## src/rtl/vga_sync_gen_if.sv

```systemverilog
// Scan-position bundle between the VGA timing generator and the pixel-colour stages.
// The generator (master) takes the run enable and drives position, blanking and strobes.
interface vga_sync_gen_if;
  logic        en;
  logic [11:0] pixel_x;
  logic [11:0] pixel_y;
  logic        video_on;
  logic        hsync;
  logic        vsync;
  logic        pixel_tick;
  logic        frame_start;

  modport master (
    input  en,
    output pixel_x, pixel_y, video_on, hsync, vsync, pixel_tick, frame_start
  );

  modport slave (
    output en,
    input  pixel_x, pixel_y, video_on, hsync, vsync, pixel_tick, frame_start
  );
endinterface

```

## src/rtl/vga_sync_gen.sv

```systemverilog
// Free-running VGA timing generator: clock divider, h/v scan counters and registered
// sync/blanking decodes that are always aligned with the published scan position.
module vga_sync_gen #(
  parameter int CLK_DIV   = 4,
  parameter int H_DISPLAY = 640,
  parameter int H_FRONT   = 16,
  parameter int H_SYNC    = 96,
  parameter int H_BACK    = 48,
  parameter int V_DISPLAY = 480,
  parameter int V_FRONT   = 10,
  parameter int V_SYNC    = 2,
  parameter int V_BACK    = 33,
  parameter bit SYNC_POL  = 1'b0
) (
  input  logic           clk,
  input  logic           rst,
  vga_sync_gen_if.master bus
);

  localparam int H_TOTAL = H_DISPLAY + H_FRONT + H_SYNC + H_BACK;
  localparam int V_TOTAL = V_DISPLAY + V_FRONT + V_SYNC + V_BACK;
  localparam int DIV_W   = (CLK_DIV > 1) ? $clog2(CLK_DIV) : 1;

  localparam logic [DIV_W-1:0] DIV_LAST = DIV_W'(CLK_DIV - 1);
  localparam logic [11:0] H_LAST = 12'(H_TOTAL - 1);
  localparam logic [11:0] V_LAST = 12'(V_TOTAL - 1);
  localparam logic [11:0] H_VIS  = 12'(H_DISPLAY);
  localparam logic [11:0] V_VIS  = 12'(V_DISPLAY);

  // Index 0 = horizontal, 1 = vertical.
  localparam logic [11:0] SYNC_START [2] = '{12'(H_DISPLAY + H_FRONT),
                                             12'(V_DISPLAY + V_FRONT)};
  localparam logic [11:0] SYNC_STOP  [2] = '{12'(H_DISPLAY + H_FRONT + H_SYNC),
                                             12'(V_DISPLAY + V_FRONT + V_SYNC)};

  logic [DIV_W-1:0] div_reg, div_next;
  logic [11:0]      x_reg, x_next;
  logic [11:0]      y_reg, y_next;
  logic             tick_reg, tick_next;
  logic             frame_reg, frame_next;
  logic             video_reg, video_next;
  logic [1:0]       sync_reg, sync_next;
  logic [11:0]      pos_next [2];

  always_comb begin
    div_next   = div_reg;
    x_next     = x_reg;
    y_next     = y_reg;
    tick_next  = 1'b0;
    frame_next = 1'b0;
    if (bus.en) begin
      if (div_reg == DIV_LAST) begin
        div_next  = '0;
        tick_next = 1'b1;
        if (x_reg == H_LAST) begin
          x_next = '0;
          if (y_reg == V_LAST) begin
            y_next     = '0;
            frame_next = 1'b1;
          end else begin
            y_next = y_reg + 12'd1;
          end
        end else begin
          x_next = x_reg + 12'd1;
        end
      end else begin
        div_next = div_reg + DIV_W'(1);
      end
    end
  end

  // Decodes look at the next-state position so they land on the same edge as the counters.
  assign pos_next[0] = x_next;
  assign pos_next[1] = y_next;
  assign video_next  = (x_next < H_VIS) && (y_next < V_VIS);

  genvar gi;
  generate
    for (gi = 0; gi < 2; gi++) begin : g_sync
      assign sync_next[gi] = (pos_next[gi] >= SYNC_START[gi] && pos_next[gi] < SYNC_STOP[gi])
                             ? SYNC_POL : ~SYNC_POL;
    end
  endgenerate

  always_ff @(posedge clk or posedge rst) begin
    if (rst) begin
      div_reg   <= '0;
      x_reg     <= '0;
      y_reg     <= '0;
      tick_reg  <= 1'b0;
      frame_reg <= 1'b0;
      video_reg <= 1'b0;
      sync_reg  <= {2{~SYNC_POL}};
    end else begin
      div_reg   <= div_next;
      x_reg     <= x_next;
      y_reg     <= y_next;
      tick_reg  <= tick_next;
      frame_reg <= frame_next;
      // Held while paused so video_on keeps its post-reset 0 until counting starts.
      if (bus.en) begin
        video_reg <= video_next;
        sync_reg  <= sync_next;
      end
    end
  end

  assign bus.pixel_x     = x_reg;
  assign bus.pixel_y     = y_reg;
  assign bus.video_on    = video_reg;
  assign bus.hsync       = sync_reg[0];
  assign bus.vsync       = sync_reg[1];
  assign bus.pixel_tick  = tick_reg;
  assign bus.frame_start = frame_reg;

endmodule

```

## src/flat_wrapper.sv

```systemverilog
// flat-port wrapper written by rule: the top's interface ports become plain ports
module vga_sync_gen_flat 
#(
  parameter int CLK_DIV   = 4,
  parameter int H_DISPLAY = 640,
  parameter int H_FRONT   = 16,
  parameter int H_SYNC    = 96,
  parameter int H_BACK    = 48,
  parameter int V_DISPLAY = 480,
  parameter int V_FRONT   = 10,
  parameter int V_SYNC    = 2,
  parameter int V_BACK    = 33,
  parameter bit SYNC_POL  = 1'b0
)
  (clk, rst, bus_en, bus_pixel_x, bus_pixel_y, bus_video_on, bus_hsync, bus_vsync, bus_pixel_tick, bus_frame_start);
  vga_sync_gen_if bus_i ();
  input  logic clk;
  input  logic rst;
  input wire logic [$bits(bus_i.en)-1:0] bus_en;
  output wire logic [$bits(bus_i.pixel_x)-1:0] bus_pixel_x;
  output wire logic [$bits(bus_i.pixel_y)-1:0] bus_pixel_y;
  output wire logic [$bits(bus_i.video_on)-1:0] bus_video_on;
  output wire logic [$bits(bus_i.hsync)-1:0] bus_hsync;
  output wire logic [$bits(bus_i.vsync)-1:0] bus_vsync;
  output wire logic [$bits(bus_i.pixel_tick)-1:0] bus_pixel_tick;
  output wire logic [$bits(bus_i.frame_start)-1:0] bus_frame_start;
  assign bus_i.en = bus_en;
  assign bus_pixel_x = bus_i.pixel_x;
  assign bus_pixel_y = bus_i.pixel_y;
  assign bus_video_on = bus_i.video_on;
  assign bus_hsync = bus_i.hsync;
  assign bus_vsync = bus_i.vsync;
  assign bus_pixel_tick = bus_i.pixel_tick;
  assign bus_frame_start = bus_i.frame_start;
  vga_sync_gen #(.CLK_DIV(CLK_DIV), .H_DISPLAY(H_DISPLAY), .H_FRONT(H_FRONT), .H_SYNC(H_SYNC), .H_BACK(H_BACK), .V_DISPLAY(V_DISPLAY), .V_FRONT(V_FRONT), .V_SYNC(V_SYNC), .V_BACK(V_BACK), .SYNC_POL(SYNC_POL)) u_core (.clk(clk), .rst(rst), .bus(bus_i));
endmodule
```

## config.mk

```make
export PLATFORM = sky130hd
export DESIGN_NAME = vga_sync_gen_flat
export DESIGN_NICKNAME = d
export VERILOG_FILES = /design/src/rtl/vga_sync_gen_if.sv /design/src/rtl/vga_sync_gen.sv /design/src/flat_wrapper.sv
export SDC_FILE = /design/constraint.sdc
export NUM_CORES = 1
export LEC_CHECK = 0
export CORE_ASPECT_RATIO = 1.4
export CORE_MARGIN = 1
export CORE_UTILIZATION = 59
export CTS_BUF_LIST = sky130_fd_sc_hd__clkbuf_8
export DETAILED_ROUTE_END_ITERATION = 6
export GPL_TIMING_DRIVEN = 0
export PLACE_DENSITY = 0.92
export SYNTH_ARGS = -nofsm -noshare
export SYNTH_HDL_FRONTEND = slang
export SYNTH_SLANG_ARGS = --single-unit
export TNS_END_PERCENT = 5
```

## constraint.sdc

```tcl
create_clock -name clk -period 5.4 [get_ports clk]
set_input_delay 1.08 -clock clk [delete_from_list [all_inputs] [get_ports clk]]
set_output_delay 1.08 -clock clk [all_outputs]
set_load 0.005 [all_outputs]
```

==> results of run 1 <==
-- how the worst min path moves through the flow --
stage                     cells after the start  slack [ns]                   to                 from
final                                         2        0.50  u_core.bus.video_on  u_core.bus.video_on
after global routing                          2        0.54  u_core.bus.video_on  u_core.bus.video_on
after CTS                                     2        0.50  u_core.bus.video_on  u_core.bus.video_on
after detailed placement                      2        0.48  u_core.bus.video_on  u_core.bus.video_on
after global placement                        2        0.48  u_core.bus.video_on  u_core.bus.video_on
after floorplan                               2        0.48   u_core.sync_reg[0]   u_core.sync_reg[0]
-- synthesized netlist by cell type (2+ instances only) --
cell       n  area [um^2]
dfrtp_1   29          726
nand2_1   28          105
o21ai_0   12         60.1
nand3_1   10         50.1
nor2_1    10         37.5
nor3_1    10         50.1
xnor2_1    8         70.1
inv_1      6         22.5
xor2_1     6         52.6
buf_2      5         25.0
clkbuf_1   5         18.8
nand4_1    5         31.3
a21oi_1    4         20.0
and4_1     4         35.0
ha_1       4         50.1
nand2b_1   4         25.0
and2_1     3         18.8
nor4_1     3         18.8
o32ai_1    3         26.3
a211oi_1   2         15.0
a21boi_0   2         15.0
a41oi_1    2         17.5
and3_1     2         12.5
dfstp_2    2         52.6
mux2_2     2         22.5
nand3b_1   2         15.0
o31ai_1    2         15.0
o41ai_1    2         17.5
or3_1      2         12.5
-- cells in the final DEF (no fill, tap or decap), types with 3 or more instances in the layout --
master / instances
a21oi_1: 4
and2_1: 3
and4_1: 4
buf_2: 5
clkbuf_1: 5
clkbuf_8: 7
clkdlybuf4s50_1: 31
dfrtp_1: 29
ha_1: 4
inv_1: 7
nand2_1: 28
nand2b_1: 4
nand3_1: 10
nand4_1: 5
nor2_1: 10
nor3_1: 10
nor4_1: 3
o21ai_0: 12
o32ai_1: 3
xnor2_1: 8
xor2_1: 6
-- power by group through the flow --
| stage | registers (mW) | logic (mW) | clock network (mW) |
|---|---|---|---|
| floorplan | 0.282 | 0.0566 | 0 |
| global placement | 0.284 | 0.100 | 0 |
| detailed placement | 0.286 | 0.107 | 0 |
| CTS | 0.282 | 0.108 | 0.205 |
| global route | 0.286 | 0.120 | 0.213 |
| finish | 0.282 | 0.107 | 0.201 |
-- cell families (layout without fill, tap and decap cells) --
group / Yosys count / in the layout / synth area share (%)
AO/OA/AOI/OAI: 38 / 38 / 14.8
XOR/XNOR: 14 / 14 / 6.58
adder cells (fa/ha/maj): 4 / 4 / 2.69
buffers and inverters: 17 / 56 / 4.16
flip-flops: 31 / 31 / 41.8
multiplexers: 3 / 3 / 1.75
AND/OR/NAND/NOR: 92 / 92 / 28.2
-- through the flow --
| stage | area (um^2) | hold WS [ns] | utilization [%] | setup WS (ns) | total power [mW] |
|---|---|---|---|---|---|
| after floorplan | 1860 | 0.479 | - | 2.87 | 0.339 |
| after global placement | 2220 | 0.483 | 75.6 | 2.13 | 0.385 |
| after detailed placement | 2220 | 0.481 | 75.6 | 2.10 | 0.392 |
| after CTS | 2320 | 0.501 | 79.0 | 2.37 | 0.594 |
| after global routing | 2320 | 0.544 | 79.0 | 2.21 | 0.619 |
| final | 2320 | 0.499 | 79.0 | 2.34 | 0.590 |
-- critical path: cells and delay by family --
kind                   cells  cell delay, ns
and+or+nand+nor            4            0.88
buffers and inverters      3            0.98
AOI/OAI and AO/OA          2            0.30
-- per-layer routing --
| metal | wire [um] | vias up | GRT usage (%) |
|---|---|---|---|
| met1 | 1700 | 812 | 31.9 |
| met3 | 211 | 10 | 5.26 |
| met4 | 82 | 0 | 18.6 |
| li1 | - | 808 | - |
| met5 | 0 | - | 0 |
| met2 | 2290 | 72 | 49.8 |
-- layout make-up --
class / count / share of cell area [%]
clock inverter: 1 / 0.162
inverter: 6 / 0.971
multi-input combinational: 151 / 43.4
buffer: 11 / 2.37
tap: 37 / 2.00
timing repair buffer: 31 / 13.4
sequential: 31 / 33.5
clock buffer: 7 / 4.15
==> metrics.txt, run 1 <==
status=complete, no violations; final WL=around 4.3 mm; Final nets=244; Sink Count=31; core area=slightly below 3000 um^2; Max-slew headroom=between 20 and 25%; vias in the first global route=1553; Multi-input gate area=1010 um^2; fillcell total=between 200 and 250; vias per inst=6.19; Layout area overhead=24.5%; mapped cell area=1860 um^2; die footprint=3390 um^2; IO Count=32; Routed wire per std cell=15.6 um; clock power share=34.0%; EDFF count, synth=0; Clock Skew=0.00761 ns; Sw Share=27.4%; largest net degree at the start of global routing=32; hold buffers post-CTS=0; # rows=23; GPL Wtd Cong=0.851; final setup TNS=0 ns; WP data required=around 5.6 ns; CTS buffer count=5; GRT Overall Usage=28.4%; Startpoint Class=primary input; RR Endpoint=u_core.sync_reg[1]; most used cell, CP=and4_1; ANT cells=0; TritonCTS clock tree=built; DRT iter0 DRCs=91; share of cells above drive strength 1=10.9%; RSZ-0062 raised after global routing=false; R2R Path Start=u_core.div_reg[0]; DR pass1 iterations=4; endpoints failing hold=0; switching pwr=0.162 mW; Comb pwr share=~18%; worst slew pin tran=1.17 ns; IO Port Bufs=31; type of destination of the critical path=register; Worst setup endpoint=u_core.sync_reg[1]; clk buf depth=2; Post-DRT Antenna Nets=0; WP data arrival=3.25 ns; Synth warnings=0; first-pass GRT wire length=7.14 mm; slowest stage delay, CP=0.46 ns; Final min period=about 3.1 ns; DP Wirelength=approximately 3 mm; initial antenna violation count=0; # DRC=0; worst hold path class=register to register; FF-to-FF setup slack=a little under 3 ns; Reg power frac=a little under half; Yosys reg bits=31; FF/Latch Area=778 um^2; clock insertion delay at the later pin of the skew report=0.29 ns; PwrDens=254 nW/um^2; Max FO, Critical Path=10; Post-Syn Area per Cell=9.36 um^2; Unique masters post-synth=49; worst setup path class=primary input to register; post-CTS sizing=0; Critical Path Start=bus_en; Post-CTS Setup Inserts=0; leak pwr=0.941 nW; Final Setup Violations=0; placed insts=267; Synth Net Count=206; main flop type after synthesis=dfrtp_1; Seq/Total Area, Yosys=41.8%; Die W=49.5 um; Worst-path clk slew=roughly 0.07 ns; Reg2Reg Depth=9; Worst VDD drop=0.000246 V; Cells after Synth=199; ys async rst share=100%; H-tree Lvls=2; CP cell instances=clkdlybuf4s50_1 > and4_1 > clkbuf_1 > and4_1 > buf_2 > and3_1 > o221ai_1 > nor4_1 > a41oi_1; Final Non-Filler Cells=275; cell-internal power=about 0.43 mW; clk root buf=clkbuf_8; Final period util=56.6%; effective utilization at floorplan=63.5%; total gr overflow=0; via count=1702; Highest Clock Rate=327 MHz; Die Y=~68 um; CP max stage cell=clkdlybuf4s50_1; Max Cap Viol=0; Max Transition Viols Final=0
(Power assumes the default switching activity.)
==> inputs of run 2 (changes only) <==
Settings changed: CORE_UTILIZATION 59 to 49, PLACE_DENSITY 0.92 to 0.82.
Clock period 5.4 ns to 2.65 ns, I/O delays scaled along.
==> run 2 against run 1 <==
Compared with the run above: clock power rose by 92%; combinational power rose by 100%; final area increased by 0.16%; critical path depth stayed put; sequential power up 100%; highest routed layer unchanged; count of clock-buffer cells in the layout down 1; worst setup slack got worse by 2.2 ns; clock skew grew 0.0011 ns; global-route usage decreased by 4.3 points; wire length decreased by 1.7%; first-iteration DRC count fell by 12%.
==> metrics.txt, run 2 (synthesized netlist as in run 1, its figures left out) <==
DP Wirelength=around 3.0 mm; clk buf depth=2; Final WS setup=0.148 ns; worst hold path class=register to register; final setup TNS=0 ns; Routed wire per std cell=15.1 um; # rows=26; highest routed layer=met4; Worst-path clk slew=0.07 ns; effective utilization at floorplan=approximately half; R2R Path Start=u_core.div_reg[0]; hold buffers post-CTS=0; FF-to-FF setup slack=0.20 ns; clk root buf=clkbuf_8; commonest non-fill, non-tap cell in the layout=clkdlybuf4s50_1; H-tree Lvls=2; placed insts=272; TritonCTS clock tree=built; hold endpoint=u_core.sync_reg[0]; Layout area overhead=24.7%; DRT iter0 DRCs=80; ANT cells=0; DR WL met3=131 um; final WL=4.22 mm; WP data required=2.84 ns; RSZ-0062 raised after global routing=false; final hold slack=approximately 0.50 ns; Max FO, Critical Path=10; Reg2Reg Depth=9; IO Count=32; Startpoint Class=primary input; share of cells above drive strength 1=11.3%; total gr overflow=0; type of destination of the critical path=register; vias per inst=5.86; largest net degree at the start of global routing=32; Die Y=roughly 75 um; DR pass1 iterations=4; status=complete, no violations; core area=3640 um^2; PwrDens=between 500 and 600 nW/um^2; die footprint=4060 um^2; Hold Path Origin=u_core.sync_reg[0]; Final min period=2.50 ns; routed length on met1=1.80 mm; worst setup path class=primary input to register; Sink Count=31; pre-CTS setup slack=-0.139 ns; Min-Delay Path Depth=2; GPL Wtd Cong=0.853; Post-CTS Setup Inserts=0; Max Cap Viol=0; RR Endpoint=u_core.sync_reg[1]; CTS buffer count=5; FF/Latch Area=between 700 and 800 um^2; Clock Skew=about 0.0087 ns; Max Transition Viols Final=0; Final period util=94.4%; first-pass GRT wire length=approximately 7 mm; endpoints failing hold=0; leak pwr=0.937 nW; vias in the first global route=around 1600; WP data arrival=2.69 ns; GRT Overall Usage=roughly a quarter; fillcell total=~310; met2 wire len=approximately 2.2 mm; IO Port Bufs=31; Multi-input gate area=1010 um^2; clock insertion delay at the later pin of the skew report=0.29 ns; # DRC=0; worst slew pin tran=about 1.2 ns; Tot Pwr=1.18 mW; Final nets=244; Worst VDD drop=0.000705 V; Max-slew headroom=between 20% and 30%; Util after Layout=63.8%; placed inst area=2230 um^2; Highest Clock Rate=400 MHz; commonest non-fill, non-tap cells in the layout=31 x clkdlybuf4s50_1, 29 x dfrtp_1, 28 x nand2_1; Post-DRT Antenna Nets=0; Final Non-Filler Cells=280; initial antenna violation count=0; Post-Layout Inst Area=2320 um^2; Die W=54.1 um; via count=around 1600; Final Setup Violations=0
## run 2: cell count changes in the layout (fill, tap and decap cells not counted)
cell	change
clkbuf_8	-1
nor4_1	-1
nor4_2	+1
clkinv_2	+1
## run 2: timing repair
action,4_1_cts,5_1_grt
resized for setup,0,1
endpoints found under the setup margin,0,1
hold endpoints to repair,0,0
## run 2: how the worst max path moves through the flow
| stage | startpoint | endpoint | depth (start not counted) |
|---|---|---|---|
| after floorplan | u_core.div_reg[0] | u_core.bus.video_on | 9 |
| after CTS | bus_en | u_core.sync_reg[1] | 8 |
| after global routing | bus_en | u_core.sync_reg[1] | 9 |
| final | bus_en | u_core.sync_reg[1] | 9 |
| after global placement | bus_en | u_core.sync_reg[1] | 9 |
| after detailed placement | bus_en | u_core.sync_reg[1] | 8 |
## run 2: power by group
part           total, mW  switching, mW  leakage [nW]  internal [mW]
Combinational      0.218          0.102         0.481          0.116
Sequential         0.575         0.0520         0.403          0.523
Clock              0.386          0.181        0.0524          0.206
Total               1.18          0.334         0.937          0.845
## run 2: layout make-up
cell class	count	area share, %
Sequential cell	31	33.5
Multi-Input combinational cell	151	43.6
Inverter	6	0.969
Timing Repair Buffer	31	13.4
Tap cell	42	2.26
Buffer	11	2.37
Clock inverter	2	0.377
Clock buffer	6	3.55
## run 2: metal layers
layer  vias to the layer above  track usage (%)
li1                        800                -
met3                         6             5.66
met4                         0             9.12
met1                       800             29.0
met2                        34             40.7
met5                         -                0
## run 2: worst max-delay path, stage by stage
cell             delay, ns
clkdlybuf4s50_1       0.46
and4_1                0.16
clkbuf_1              0.25
and4_1                0.26
buf_2                 0.23
and3_1                0.19
o221ai_1              0.17
nor4_1                0.26
a41oi_1               0.18
==> inputs of run 3 (changes only) <==
--- a/config.mk
+++ b/config.mk
@@ -8,9 +8,9 @@
 export CORE_ASPECT_RATIO = 1.4
 export CORE_MARGIN = 1
-export CORE_UTILIZATION = 49
+export CORE_UTILIZATION = 55
 export CTS_BUF_LIST = sky130_fd_sc_hd__clkbuf_8
 export DETAILED_ROUTE_END_ITERATION = 6
 export GPL_TIMING_DRIVEN = 0
-export PLACE_DENSITY = 0.82
+export PLACE_DENSITY = 0.86
 export SYNTH_ARGS = -nofsm -noshare
 export SYNTH_HDL_FRONTEND = slang
==> constraint.sdc (replaced) <==
create_clock -name clk -period 2.85 [get_ports clk]
set_input_delay 0.285 -clock clk [delete_from_list [all_inputs] [get_ports clk]]
set_output_delay 0.285 -clock clk [all_outputs]
set_load 0.005 [all_outputs]
==> run 3 against run 2 <==
Compared with the run above: count of clock-buffer cells in the layout stayed put; first-iteration DRC count is 34% lower; worst hold slack better by 0.00074 ns; utilization is 8.9 points higher; clock skew is 0.0032 ns lower; clock power is 9.8% lower; sequential share of layout area is 0.14 points higher.
==> metrics.txt, run 3 (synthesized netlist as in run 1, its figures left out) <==
vias in the first global route=1691; share of cells above drive strength 1=10.9%; H-tree Lvls=2; endpoints failing hold=0; Final nets=244; Post-DRT Antenna Nets=0; Final WS setup=0.480 ns; initial antenna violation count=0; Max Transition Viols Final=0; total gr overflow=0; Routed wire per std cell=~15 um; DRT iter0 DRCs=53; RSZ-0062 raised after global routing=false; core area=3180 um^2; final WL=4.22 mm; leak pwr=0.937 nW; Max-slew headroom=a little over a fifth; Worst VDD drop=a little over 0.0005 V; worst hold path class=register to register; WP data arrival=2.55 ns; R2R Path Start=u_core.div_reg[0]; # DRC=0; Max Cap Viol=0; Final Setup Violations=0; Clock Skew=0.00553 ns; Multi-input gate area=~1000 um^2; via count=1706; die footprint=around 3600 um^2; Max FO, Critical Path=10; Final period util=83.2%; pre-CTS setup slack=0.397 ns; # rows=24; clock insertion delay at the later pin of the skew report=0.28 ns; vias per inst=6.16; type of destination of the critical path=register; fillcell total=roughly 260; Startpoint Class=register; CTS buffer count=5; placed insts=about 270; Highest Clock Rate=422 MHz; Sink Count=31; Final min period=2.37 ns; Worst-path clk slew=approximately 0.07 ns; GRT Overall Usage=between 20% and 30%; Die W=a little over 50 um; clk buf depth=2; clk root buf=clkbuf_8; largest net degree at the start of global routing=32; DP Wirelength=3.05 mm; post-CTS sizing=0; final setup TNS=0 ns; Final Non-Filler Cells=roughly 280; IO Count=32; DR pass1 iterations=4; ANT cells=0; hold buffers post-CTS=0; Die Y=70.9 um; commonest non-fill, non-tap cell in the layout=clkdlybuf4s50_1; PwrDens=468 nW/um^2; TritonCTS clock tree=built; Critical Path Start=u_core.div_reg[0]; Tot Pwr=1.08 mW; FF/Latch Area=roughly 780 um^2; GPL Wtd Cong=about 0.93; worst slew pin tran=1.17 ns; effective utilization at floorplan=58.5%; IO Port Bufs=31; status=complete, no violations; commonest non-fill, non-tap cells in the layout=31 x clkdlybuf4s50_1, 29 x dfrtp_1, 28 x nand2_1; worst setup path class=register to register; Post-CTS Setup Inserts=0; first-pass GRT wire length=7.22 mm; Layout area overhead=24.2%; WP data required=3.03 ns; Hold Path Origin=u_core.bus.video_on
[run 3: cell counts in the layout (fill, tap and decap cells not counted)]
Identical to the previous run, type by type.
[run 3: final cells by class]
| type | count | area share [%] |
|---|---|---|
| flip-flops and latches | 31 | 33.6 |
| plain buffers | 11 | 2.38 |
| repair buffers | 31 | 13.4 |
| multi-input cells | 151 | 43.5 |
| clock inverters | 2 | 0.379 |
| inverters | 6 | 0.973 |
| well taps | 39 | 2.11 |
| clock buffers | 6 | 3.57 |
[run 3: layer usage]
| layer | wire (um) | global-route usage [%] |
|---|---|---|
| met4 | 143 | 17.3 |
| met1 | 1690 | 28.9 |
| met2 | 2190 | 44.7 |
| met3 | 198 | 5.59 |
| met5 | 0 | 0 |
[run 3: power breakdown]
group          switching (mW)  total, mW  leakage, nW  internal, mW
clock                   0.157      0.348       0.0524         0.191
combinational          0.0945      0.201        0.481         0.106
sequential             0.0473      0.534        0.403         0.487
[run 3: stage by stage]
stage | hold WS (ns) | cell area (um^2) | util (%)
after floorplan | 0.387 | 1860 | -
after global placement | 0.478 | 2220 | 69.8
after detailed placement | 0.492 | 2220 | 69.8
after CTS | 0.501 | 2310 | 72.7
after global routing | 0.520 | 2310 | 72.7
final | 0.498 | 2310 | 72.7
[run 3: final timing paths]
check,slack (ns),end,cells past startpoint
max,0.48,u_core.sync_reg[1],9
min reg2reg,0.50,u_core.bus.video_on,2
min in group asynchronous,0.62,u_core.bus.pixel_y[3],2
min,0.50,u_core.bus.video_on,2
max in group asynchronous,1.51,u_core.bus.pixel_y[2],2
max reg2reg,0.48,u_core.sync_reg[1],9
[run 3: worst max-delay path: stages (launching register included)]
cell,delay [ns]
dfrtp_1,0.38
ha_1,0.23
and4_1,0.20
clkbuf_1,0.24
and4_1,0.26
buf_2,0.23
and3_1,0.18
o221ai_1,0.18
nor4_1,0.21
a41oi_1,0.15
